===== config.mk =====
export PLATFORM = sky130hd
export DESIGN_NAME = score_to_bcd_seq
export DESIGN_NICKNAME = d
export VERILOG_FILES = /design/src/rtl/score_to_bcd_seq.sv
export SDC_FILE = /design/constraint.sdc
export NUM_CORES = 1
export LEC_CHECK = 0
export ABC_CLOCK_PERIOD_IN_PS = 4200
export CAP_MARGIN = 20
export CORE_UTILIZATION = 60
export CTS_BUF_LIST = sky130_fd_sc_hd__clkbuf_8
export CTS_CLUSTER_SIZE = 10
export DETAILED_ROUTE_END_ITERATION = 10
export PLACE_DENSITY = 0.81
export SYNTH_ARGS = -nofsm -noshare
export SYNTH_HDL_FRONTEND = slang
export SYNTH_SLANG_ARGS = --single-unit

===== constraint.sdc =====
create_clock -name clock -period 4.2 [get_ports clock]
set_input_delay 0.63 -clock clock [delete_from_list [all_inputs] [get_ports clock]]
set_output_delay 0.63 -clock clock [all_outputs]
set_load 0.01 [all_outputs]

===== src/rtl/score_to_bcd_seq.sv =====
// Iterative binary-to-BCD converter (shift-add-3) with a start/done handshake,
// leading-zero blanking and saturation to all nines on overflow.
//
// state | meaning
// IDLE  | waiting for start; outputs hold the last result
// SHIFT | one shift-add-3 iteration per clock, IN_WIDTH iterations total
module score_to_bcd_seq #(
  parameter int IN_WIDTH   = 32,
  parameter int NUM_DIGITS = 6
) (
  input  logic                    clock,
  input  logic                    reset,
  input  logic                    start,
  input  logic [IN_WIDTH-1:0]     value,
  output logic                    busy,
  output logic                    done,
  output logic [4*NUM_DIGITS-1:0] bcd,
  output logic [NUM_DIGITS-1:0]   blank,
  output logic                    overflow
);

  // Decimal digits needed to hold 2^w-1, i.e. ceil(w*log10(2)).
  function automatic int calc_digits(input int w);
    logic [63:0] m;
    int          d;
    m = (64'd1 << w) - 64'd1;
    d = 0;
    for (int i = 0; i < 20; i++) begin
      if (m != 64'd0) begin
        m = m / 64'd10;
        d++;
      end
    end
    return d;
  endfunction

  localparam int ID = calc_digits(IN_WIDTH);
  // Accumulator is never narrower than the output, so slicing stays legal.
  localparam int AD = (ID > NUM_DIGITS) ? ID : NUM_DIGITS;
  localparam int CW = $clog2(IN_WIDTH + 1);
  localparam logic [NUM_DIGITS-1:0]   BLANK_RST = ~NUM_DIGITS'(1);
  localparam logic [4*NUM_DIGITS-1:0] SAT       = {NUM_DIGITS{4'h9}};

  typedef enum logic {IDLE, SHIFT} state_t;

  state_t state_q, state_d;
  logic [4*AD-1:0]     acc, adj, acc_nx;
  logic [IN_WIDTH-1:0] sh, sh_nx;
  logic [4*AD+IN_WIDTH-1:0] cat;
  logic [CW-1:0]       cnt;
  logic                load, step, fin;
  logic                ovf_nx, zero_run;
  logic [4*NUM_DIGITS-1:0] bcd_nx;
  logic [NUM_DIGITS-1:0]   blank_nx;

  always_comb begin
    state_d = state_q;
    load    = 1'b0;
    step    = 1'b0;
    fin     = 1'b0;
    case (state_q)
      IDLE: begin
        if (start) begin
          load    = 1'b1;
          state_d = SHIFT;
        end
      end
      SHIFT: begin
        step = 1'b1;
        if (cnt == CW'(IN_WIDTH - 1)) begin
          fin     = 1'b1;
          state_d = IDLE;
        end
      end
      default: state_d = IDLE;
    endcase
  end

  always_comb begin
    adj = acc;
    for (int d = 0; d < AD; d++) begin
      if (acc[4*d +: 4] >= 4'd5) adj[4*d +: 4] = acc[4*d +: 4] + 4'd3;
    end
    cat    = {adj, sh} << 1;
    acc_nx = cat[4*AD+IN_WIDTH-1:IN_WIDTH];
    sh_nx  = cat[IN_WIDTH-1:0];
  end

  // Result formatting from the final iteration's digits.
  always_comb begin
    ovf_nx = 1'b0;
    for (int i = NUM_DIGITS; i < AD; i++) begin
      if (acc_nx[4*i +: 4] != 4'd0) ovf_nx = 1'b1;
    end
    bcd_nx   = ovf_nx ? SAT : acc_nx[4*NUM_DIGITS-1:0];
    blank_nx = '0;
    zero_run = 1'b1;
    for (int i = NUM_DIGITS - 1; i >= 0; i--) begin
      zero_run = zero_run & (bcd_nx[4*i +: 4] == 4'd0);
      if (i > 0) blank_nx[i] = zero_run;
    end
  end

  always_ff @(posedge clock) begin
    if (reset) begin
      state_q  <= IDLE;
      acc      <= '0;
      sh       <= '0;
      cnt      <= '0;
      busy     <= 1'b0;
      done     <= 1'b0;
      bcd      <= '0;
      blank    <= BLANK_RST;
      overflow <= 1'b0;
    end else begin
      state_q <= state_d;
      done    <= fin;
      if (load) begin
        sh   <= value;
        acc  <= '0;
        cnt  <= '0;
        busy <= 1'b1;
      end
      if (step) begin
        acc <= acc_nx;
        sh  <= sh_nx;
        cnt <= cnt + CW'(1);
      end
      if (fin) begin
        busy     <= 1'b0;
        bcd      <= bcd_nx;
        blank    <= blank_nx;
        overflow <= ovf_nx;
      end
    end
  end

endmodule


After elaboration in Yosys (flattened, before gate mapping) --
Index checks and enable logic that the tools add are counted.
Word-level totals: memory bits (read-only) 0, register bits 111, output and inout port bits 33, logic and storage cells 77, bits in writable memories 0, memories kept 0, input bits 35, bits in latches 0
Operators by class: shift operators 0, $lt $le $gt $ge 10, multiplexer cells 28, equal/unequal tests 1, reduce and logical (&&, ||, !) cells 12, divide/modulo/power cells 0, bitwise operators 5, multipliers 0, add/sub/neg operators 11
Operator list (count):
- $mux 40 | 2
- $mux 32 | 2
- $ge 4x3->1 const B | 10
- $add 4x2->4 const B | 9
- $mux 4 | 9
- $mux 24 | 1
- $logic_not 4->1 | 5
- $reduce_bool 4->1 | 4
- $mux 6 | 2
- $mux 1 | 10
- $add 6x1->6 const B | 1
- $eq 6x5->1 const B | 1
- $and 1x1->1 | 4
- $reduce_or 2->1 | 2
- $add 3x2->3 const B | 1
- $mux 3 | 1
- $pmux 1 s2 | 1
- $reduce_bool 2->1 | 1
- $not 1->1 | 1

Logic depth before layout (Yosys ltp) --
Gate-level depths: netlist (run 1).
depth in word-level cells 13, gate-level depth with buffers 10, depth with buffers taken out 8

Worst setup path after synthesis (run 1) --
No wires, ideal clock.
path type flip-flop to flip-flop, from register acc[36], to register bcd[20], period minus slack after synthesis 2.190 ns, data arrival time 2.067 ns, library setup time 0.123 ns, slack 2.010 ns, stages on the path, launching flop included 11, path buffers 2, required time 4.077 ns, cell sequence dfxtp_1 -> inv_1 -> ha_1 -> nand2b_1 -> a21o_1 -> or3_4 -> a2111oi_4 -> and4_1 -> buf_4 -> buf_4 -> a21oi_1
Between the ends: longest elaborated chain between the ends 5, elaborated cells on any way between the ends 6, those cells by class add/sub (1); order compare (1); mux (3); reduce/logical (1)
Ends and longest elaborated chain:
- from (decl) | RTL line 47 | logic [4*AD-1:0] acc, adj, acc_nx;
- from (signal assigned) | RTL line 125 | acc <= acc_nx;
- $ge 4x3->1 / $add 3x2->3 (equally long branches) | RTL line 82 | if (acc[4*d +: 4] >= 4'd5) adj[4*d +: 4] = acc[4*d +: 4] + 4'd3;
- $mux 3 (*) | RTL line 82
- $reduce_bool 4->1 (*) | RTL line 93 | if (acc_nx[4*i +: 4] != 4'd0) ovf_nx = 1'b1;
- $mux 1 (*) | RTL line 93
- $mux 24 (*) | RTL line 95 | bcd_nx = ovf_nx ? SAT : acc_nx[4*NUM_DIGITS-1:0];
- to (signal assigned) | RTL line 131 | bcd <= bcd_nx;
- to (decl) | RTL line 17 | output logic [4*NUM_DIGITS-1:0] bcd,
Mark *: on every way between the ends. The rest lies on a longest branch, timed or not. A chain may end at the register's enable or synchronous reset.

Worst setup path after layout (run 1) --
from register state_q, to register bcd[13]
Between the ends: longest elaborated chain between the ends 1
Ends and longest elaborated chain:
- from (decl) | RTL line 46 | state_t state_q, state_d;
- from (signal assigned) | RTL line 116 | state_q <= state_d;
- $mux 1 | RTL line 61 | case (state_q)
Every way passes these cells.

==> impl_metrics.ini, run 1 <==
[worst_setup_path]
crit_chain = nand4_1 > or3b_1 > a211oi_1 > nor4bb_1 > and4_1 > a31o_2
max_stage_delay_ns = 0.75
cp.required_ns = 4.51
crit_arrival_ns = 3.34
cp-end-kind = register
crit_fanout = 40
path_class = register to register
slowest_stage = and4_1
cp-start-kind = register

[routing]
vias = 4878
drt_iter0_markers = 221
vias_per_cell = 5.77
post-route-drc-count = 2
wl_per_cell_um = 14.4
drtAntennaViolNets = 0
drt_pass1_iterations = 10
wl_mm = 12.1

[clocking]
numCtsBuffers = 9
cts_resized = 0
clk_latency_ns = 0.38
postCtsSetupRepairBufs = 0
clockRootBuffer = clkbuf_8
clk_path_buf_depth = 2
h-tree-depth = 3
cts_tree = done
path_clk_slew_ns = 0.10
cts_hold_repair.buffers = 0
clock_sinks = 111

[sta]
relSlewSlack_pct = 35.3
max_freq_mhz = 330
period_minus_slack_ns = 3.03
hold_viol = 0
rsz0062_at_grt = no
tightest_slew_ns = 0.971
setup-violations-final = 0
fin_setup_tns_ns = 0
post-route-period-util_pct = 72.1
maxSlewViolCount = 0
fin_skew_ns = 0.0174

[synthesis]
synth-seq-cells = 111
synth-async-reset-ratio_pct = 0
yosys_most_used_dff = dfxtp_1
synth_area_per_cell_um2 = 8.01
yosysTopAreaCell = dfxtp_1
syn_inst = 694
yosys-top-cells-count = nor2_1 (118), dfxtp_1 (111), a21oi_1 (106), mux2i_1 (39), o21ai_0 (37)
synth-edff-count = 0
yosysWarnings = 0
synth.distinct_cells = 47
synth_top_area_share_pct = 40.0
synth_area_um2 = 5560
seq_area_frac_synth_pct = 40.0
yosysMostFrequentCell = nor2_1
synth_nets = 750
synth_area_leaders = dfxtp_1 (40%), a21oi_1 (9.5%), nor2_1 (8.0%), mux2i_1 (7.0%), ha_1 (4.7%)

[place]
post_dp_cell_area_um2 = 6200
hpwl_mm = 8.17
place.port_buffers = 66
routabilityCongestion = 0.837

[pwr]
ir_worst_vdd_uv = 212
leakage_uw = 0.00257
power_density_nw_per_um2 = 293

[hold_path]
hold_path_class = register to register

[floorplanning]
initial_utilization_pct = 62.8
die_h_um = 98.2
io_pins = 68
core_area_um2 = 8850
die_x_um = 98.2
rows = 34
die-area_um2 = 9650

[global_routing]
antenna_found_initial = 0
gr-total-overflow = 0
grt_pass1_vias = 4424
grt_max_degree = 108
grt_pass1_wl_mm = 20.1
track_usage_pct = 25.4

[layout]
num_antenna_cells = 0
nFillCells = 698
final_nets = 788
syn_to_final_growth_pct = 14.9
fin_area_um2 = 6390
final_layout_size_suffix_gt1_share_pct = 5.29

[run_status]
violations = DRC
outcome = complete, but fails checks

[run]
max_cap_viol_count = 0
==> power breakdown <==
part           switching [uW]  internal (uW)  total [uW]
combinational            85.4           65.6         151
clock                     372            255         627
sequential               19.1           1070        1090
==> final timing paths <==
| check | startpoint | end | slack, ns | depth (start not counted) |
|---|---|---|---|---|
| max reg2reg | state_q$_SDFF_PP0_ | bcd[13]$_SDFFE_PP0P_ | 1.17 | 6 |
| min | sh[23]$_SDFFE_PP0P_ | sh[24]$_SDFFE_PP0P_ | 0.49 | 2 |
| min reg2reg | sh[23]$_SDFFE_PP0P_ | sh[24]$_SDFFE_PP0P_ | 0.49 | 2 |
| max | state_q$_SDFF_PP0_ | bcd[13]$_SDFFE_PP0P_ | 1.17 | 6 |
==> logic make-up after synthesis <==
logic type | after synthesis | share of synthesized area [%]
muxes | 40 | 7.23
and+or+nand+nor | 253 | 22.2
adders and majority gates | 21 | 4.73
AOI/OAI and AO/OA | 179 | 18.4
DFF | 111 | 40.0
other | 1 | 0.0675
buffers and inverters | 79 | 5.76
xor gates and xnor gates | 10 | 1.58
==> state kept, by name (all words and copies together), names as in the netlist <==
register / cells
bcd: 24
done: 1
overflow: 1
acc: 40
busy: 1
blank: 5
state_q: 1
sh: 32
cnt: 6
==> per-stage QoR <==
step | worst slack (ns) | hold WS (ns) | utilization, % | cells | total power [uW]
floorplan | 2.01 | 0.437 | - | 694 | 1210
global placement | 1.28 | 0.461 | 70.0 | 829 | 1260
detailed placement | 1.20 | 0.474 | 70.0 | 829 | 1270
CTS | 1.19 | 0.491 | 72.2 | 845 | 1880
global route | 0.950 | 0.531 | 72.2 | 845 | 1940
finish | 1.17 | 0.493 | 72.2 | 845 | 1870
==> final cells by class <==
| class | count | area, um^2 | area share, % |
|---|---|---|---|
| multi-input combinational | 504 | 3020 | 47.2 |
| sequential | 111 | 2230 | 34.8 |
| timing repair buffer | 71 | 688 | 10.8 |
| inverter | 35 | 131 | 2.06 |
| clock buffer | 11 | 151 | 2.37 |
| tap | 108 | 135 | 2.12 |
| clock inverter | 5 | 41.3 | 0.646 |
==> critical path: cells and delay by family (launching register included) <==
kind	cells	cell delay, ns
AOI/OAI and AO/OA	2	0.52
and+or+nand+nor	4	1.83
DFF	1	0.61
==> metal layers <==
layer,global-route usage (%),part of all wire [%],vias to the layer above,wire length [um]
met3,5.58,5.8,9,703
met4,6.08,0.73,0,89
li1,-,-,2467,-
met2,44.1,48,131,5830
met5,0,0,-,0
met1,32.2,45,2271,5510
==> cells in the final DEF (no fill, tap or decap), types with 2 or more instances in the layout <==
cell type / count
nand2_1: 19
and3_1: 16
nand3_1: 7
nand2b_1: 10
o21ai_0: 37
nor2_1: 118
nor3_1: 36
nor2b_1: 3
mux2i_1: 39
a21oi_1: 106
and2_1: 5
dfxtp_1: 110
inv_1: 35
clkdlybuf4s50_1: 64
a211oi_1: 3
o211ai_1: 3
a21o_1: 3
clkbuf_8: 11
o31ai_1: 2
xnor2_1: 10
nand4_1: 2
ha_1: 21
buf_4: 5
or3_1: 3
buf_2: 2
nor3b_1: 25
o21a_1: 3
a31o_2: 11
nand3b_1: 2
or4_1: 2
o21bai_1: 3
clkinv_4: 2
a22oi_1: 2
No activity file was read; power rests on OpenSTA's default activity.
==> run 2: changes to the inputs <==
==> config.mk (replaced) <==
export PLATFORM = sky130hd
export DESIGN_NAME = score_to_bcd_seq
export DESIGN_NICKNAME = d
export VERILOG_FILES = /design/src/rtl/score_to_bcd_seq.sv
export SDC_FILE = /design/constraint.sdc
export NUM_CORES = 1
export LEC_CHECK = 0
export ABC_CLOCK_PERIOD_IN_PS = 2500
export CAP_MARGIN = 20
export CORE_UTILIZATION = 52
export CTS_BUF_LIST = sky130_fd_sc_hd__clkbuf_8
export CTS_CLUSTER_SIZE = 10
export DETAILED_ROUTE_END_ITERATION = 10
export PLACE_DENSITY = 0.74
export SYNTH_ARGS = -nofsm -noshare
export SYNTH_HDL_FRONTEND = slang
export SYNTH_SLANG_ARGS = --single-unit
==> constraint.sdc (replaced) <==
create_clock -name clock -period 2.5 [get_ports clock]
set_input_delay 0.375 -clock clock [delete_from_list [all_inputs] [get_ports clock]]
set_output_delay 0.375 -clock clock [all_outputs]
set_load 0.01 [all_outputs]
==> impl_metrics.ini, run 2 (synthesis gave the netlist of run 1 again) <==
[run_status]
outcome = completed

[layout]
top_register = acc
num_antenna_cells = 0
final_nets = 798
reg.largest.list = acc x40, sh x32, bcd x24
layout_common_cells = nor2_1 (118), dfxtp_1 (109), a21oi_1 (106)
final_layout_size_suffix_gt1_share_pct = 7.50
largest_reg_flops = 40
syn_to_final_growth_pct = 19.5
final_common_cell = nor2_1
final_cells = 883

[routing]
wl_per_cell_um = 14.0
post-route-drc-count = 0
drtAntennaViolNets = 0
vias_per_cell = 5.46
drt_pass1_iterations = 5
wl_mm = 12.3
vias = 4818
drt_iter0_markers = 218

[clocking]
clk_latency_ns = 0.37
clockRootBuffer = clkbuf_8
cts_resized = 0
path_clk_slew_ns = 0.11
numCtsBuffers = 9
clock_sinks = 111
cts_hold_repair.buffers = 0
clk_path_buf_depth = 2
h-tree-depth = 3
postCtsSetupRepairBufs = 0
cts_tree = done

[sta]
setup-violations-final = 0
fin_setup_tns_ns = 0
max_freq_mhz = 414
whs_ns = 0.492
relSlewSlack_pct = 39.8
fin_skew_ns = 0.0143
maxSlewViolCount = 0
period_minus_slack_ns = 2.41
hold_viol = 0
post-route-period-util_pct = 96.5
tightest_slew_ns = 0.903

[floorplanning]
die_h_um = 105
die-area_um2 = 11100
initial_utilization_pct = 53.8
io_pins = 68
rows = 37
core_area_um2 = 10300
die_x_um = 105

[run]
max_cap_viol_count = 0

[worst_setup_path]
cp.buffers_inverters = 2
cp-start-kind = register
max_stage_delay_ns = 0.42
path_class = register to register
r2r_start = acc[37]$_SDFFE_PP0P_
cp-startpoint = acc[37]$_SDFFE_PP0P_
cp.required_ns = 2.81
crit_fanout = 12
cpLargestDelayFamily = simple AND/OR/NAND/NOR gates
cp-end-kind = register
crit_chain = inv_4 > ha_1 > nand2b_1 > a21o_1 > or3_4 > a2111oi_4 > and4_4 > buf_12 > a31o_2
slowest_stage = a2111oi_4
crit_arrival_ns = 2.73

[global_routing]
antenna_found_initial = 0
gr-total-overflow = 0
grt_pass1_vias = 4676
track_usage_pct = 23.0
grt_max_degree = 146
grt_pass1_wl_mm = 20.8

[place]
hpwl_mm = 8.05
placed_cells = 866
place.port_buffers = 66
routabilityCongestion = 0.789

[hold_path]
hp-start = sh[1]$_SDFFE_PP0P_
hold_path_class = register to register

[pwr]
power.total_uw = 3350
ir_worst_vdd_uv = 305
leakage_uw = 0.00266
power_density_nw_per_um2 = 505
## run 2: final cells by class
cell class | count | area [um^2]
clock buffer | 10 | 138
clock inverter | 6 | 103
sequential | 111 | 2230
multi-input combinational | 504 | 3040
inverter | 35 | 134
tap | 136 | 170
fill | 902 | 3680
timing repair buffer | 81 | 831
## run 2: power by group
part	switching (uW)	total [uW]	internal [uW]
clock network	639	1250	610
logic	157	278	121
registers	20.7	1820	1800
## run 2: through the flow
stage                     cell area (um^2)  utilization (%)  worst slack (ns)
after CTS                             6590             63.8             0.118
after floorplan                       5560                -             0.310
after global placement                6350             61.5             0.258
after detailed placement              6350             61.5             0.156
after global routing                  6640             64.3           -0.0110
final                                 6640             64.3            0.0863
## run 2: per-layer routing
metal | track usage [%] | share of wire, %
met5 | 0 | 0
met4 | 8.85 | 2.0
met3 | 4.70 | 4.2
met2 | 41.3 | 49
met1 | 26.7 | 45
## run 2: worst reg2reg max path, delay by kind of cell (launching register included)
kind | cells | cell delay (ns)
flip-flops | 1 | 0.38
AND/OR/NAND/NOR | 3 | 0.81
adder cells (fa/ha/maj) | 1 | 0.17
buffers and inverters | 2 | 0.20
AO/OA/AOI/OAI | 3 | 0.80
## run 2: final timing paths
path	slack, ns	end	cells after the start
min reg2reg	0.49	sh[2]$_SDFFE_PP0P_	2
min	0.49	sh[2]$_SDFFE_PP0P_	2
max	0.09	bcd[2]$_SDFFE_PP0P_	9
max reg2reg	0.09	bcd[2]$_SDFFE_PP0P_	9
==> run 3: changes to the inputs <==
--- a/config.mk
+++ b/config.mk
@@ -12,6 +12,7 @@
 export CTS_CLUSTER_SIZE = 10
 export DETAILED_ROUTE_END_ITERATION = 10
 export PLACE_DENSITY = 0.74
+export RECOVER_POWER = 100
 export SYNTH_ARGS = -nofsm -noshare
 export SYNTH_HDL_FRONTEND = slang
 export SYNTH_SLANG_ARGS = --single-unit
==> impl_metrics.ini, run 3 (synthesis gave the netlist of run 1 again) <==
[global_routing]
track_usage_pct = 23.0
grt_pass1_wl_mm = 20.8
antenna_found_initial = 0
grt_pass1_vias = 4676
grt_max_degree = 146
gr-total-overflow = 0

[layout]
reg.largest.list = acc x40, sh x32, bcd x24
final_nets = 798
final_layout_size_suffix_gt1_share_pct = 7.36
top_register = acc
largest_reg_flops = 40
syn_to_final_growth_pct = 19.4
nFillCells = 904
num_antenna_cells = 0
fin_area_um2 = 6640
final_common_cell = nor2_1
layout_common_cells = nor2_1 (118), dfxtp_1 (110), a21oi_1 (106)
final_cells = 883

[clocking]
clockRootBuffer = clkbuf_8
postCtsSetupRepairBufs = 0
cts_hold_repair.buffers = 0
path_clk_slew_ns = 0.11
cts_resized = 0
clock_sinks = 111
numCtsBuffers = 9
clk_path_buf_depth = 2
cts_tree = done
clk_latency_ns = 0.37
h-tree-depth = 3

[worst_setup_path]
crit_chain = inv_4 > ha_1 > nand2b_1 > a21o_1 > or3_4 > a2111oi_4 > and4_4 > buf_12 > a31o_2
slowest_stage = a2111oi_4
cp-startpoint = acc[37]$_SDFFE_PP0P_
path_class = register to register
max_stage_delay_ns = 0.42
cp-start-kind = register
cp.required_ns = 2.81
cp-end-kind = register
r2r_start = acc[37]$_SDFFE_PP0P_
crit_arrival_ns = 2.73
crit_fanout = 12

[floorplanning]
core_area_um2 = 10300
io_pins = 68
rows = 37
die-area_um2 = 11100
initial_utilization_pct = 53.8
die_h_um = 105
die_x_um = 105

[sta]
period_minus_slack_ns = 2.42
max_freq_mhz = 414
tightest_slew_ns = 0.915
worst_slack_ns = 0.0843
relSlewSlack_pct = 39.0
post-route-period-util_pct = 96.6
whs_ns = 0.492
setup-violations-final = 0
fin_skew_ns = 0.0150
maxSlewViolCount = 0
hold_viol = 0

[routing]
drt_iter0_markers = 218
post-route-drc-count = 0
drtAntennaViolNets = 0
wl_per_cell_um = 14.0
vias = 4825
drt_pass1_iterations = 5
wl_mm = 12.4
vias_per_cell = 5.46

[hold_path]
hp-start = sh[21]$_SDFFE_PP0P_
hold_path_class = register to register

[pwr]
leakage_uw = 0.00266
power_density_nw_per_um2 = 505
ir_worst_vdd_uv = 305
power.total_uw = 3350

[place]
dp_slack_ns = 0.156
hpwl_mm = 8.05
placed_cells = 866
place.port_buffers = 66
routabilityCongestion = 0.789
post_dp_cell_area_um2 = 6350

[run_status]
outcome = completed

[run]
max_cap_viol_count = 0
run 3: cell counts in the layout (fill, tap and decap cells not counted):
No cell type changed its count.
run 3: stage by stage:
stage / util, % / setup TNS [ns]
3_5_place_dp: 61.5 / 0
3_3_place_gp: 61.5 / 0
5_1_grt: 64.3 / -0.0396
6_report: 64.3 / 0
4_1_cts: 63.8 / 0
2_1_floorplan: - / 0
run 3: worst max-delay path, delay by kind of cell, from the launching register on:
kind | cells | cell delay, ns
buffers and inverters | 2 | 0.20
AND/OR/NAND/NOR | 3 | 0.81
flip-flops | 1 | 0.39
AO/OA/AOI/OAI | 3 | 0.80
adder cells (fa/ha/maj) | 1 | 0.17
run 3: per-layer routing:
metal	part of all wire (%)	vias to the layer above	global-route usage [%]
met5	0	-	0
met4	2.2	0	8.85
met3	3.8	23	4.70
met2	49	91	41.3
met1	45	2224	26.7
li1	-	2487	-
run 3: path summary, 6_finish.rpt:
kind / end / slack, ns / cells past startpoint
max reg2reg: bcd[2]$_SDFFE_PP0P_ / 0.08 / 9
max: bcd[2]$_SDFFE_PP0P_ / 0.08 / 9
min reg2reg: sh[22]$_SDFFE_PP0P_ / 0.49 / 2
min: sh[22]$_SDFFE_PP0P_ / 0.49 / 2
run 3: layout make-up:
cell class,instances,area [um^2],area share (%)
clock buffers,10,138,2.07
well taps,136,170,2.56
multi-input cells,504,3040,45.7
inverters,35,134,2.02
flip-flops and latches,111,2230,33.5
repair buffers,81,831,12.5
clock inverters,6,103,1.55
run 3: power breakdown:
group / internal (uW) / switching, uW / total, uW
clock: 610 / 640 / 1250
sequential: 1800 / 20.6 / 1820
combinational: 121 / 157 / 278
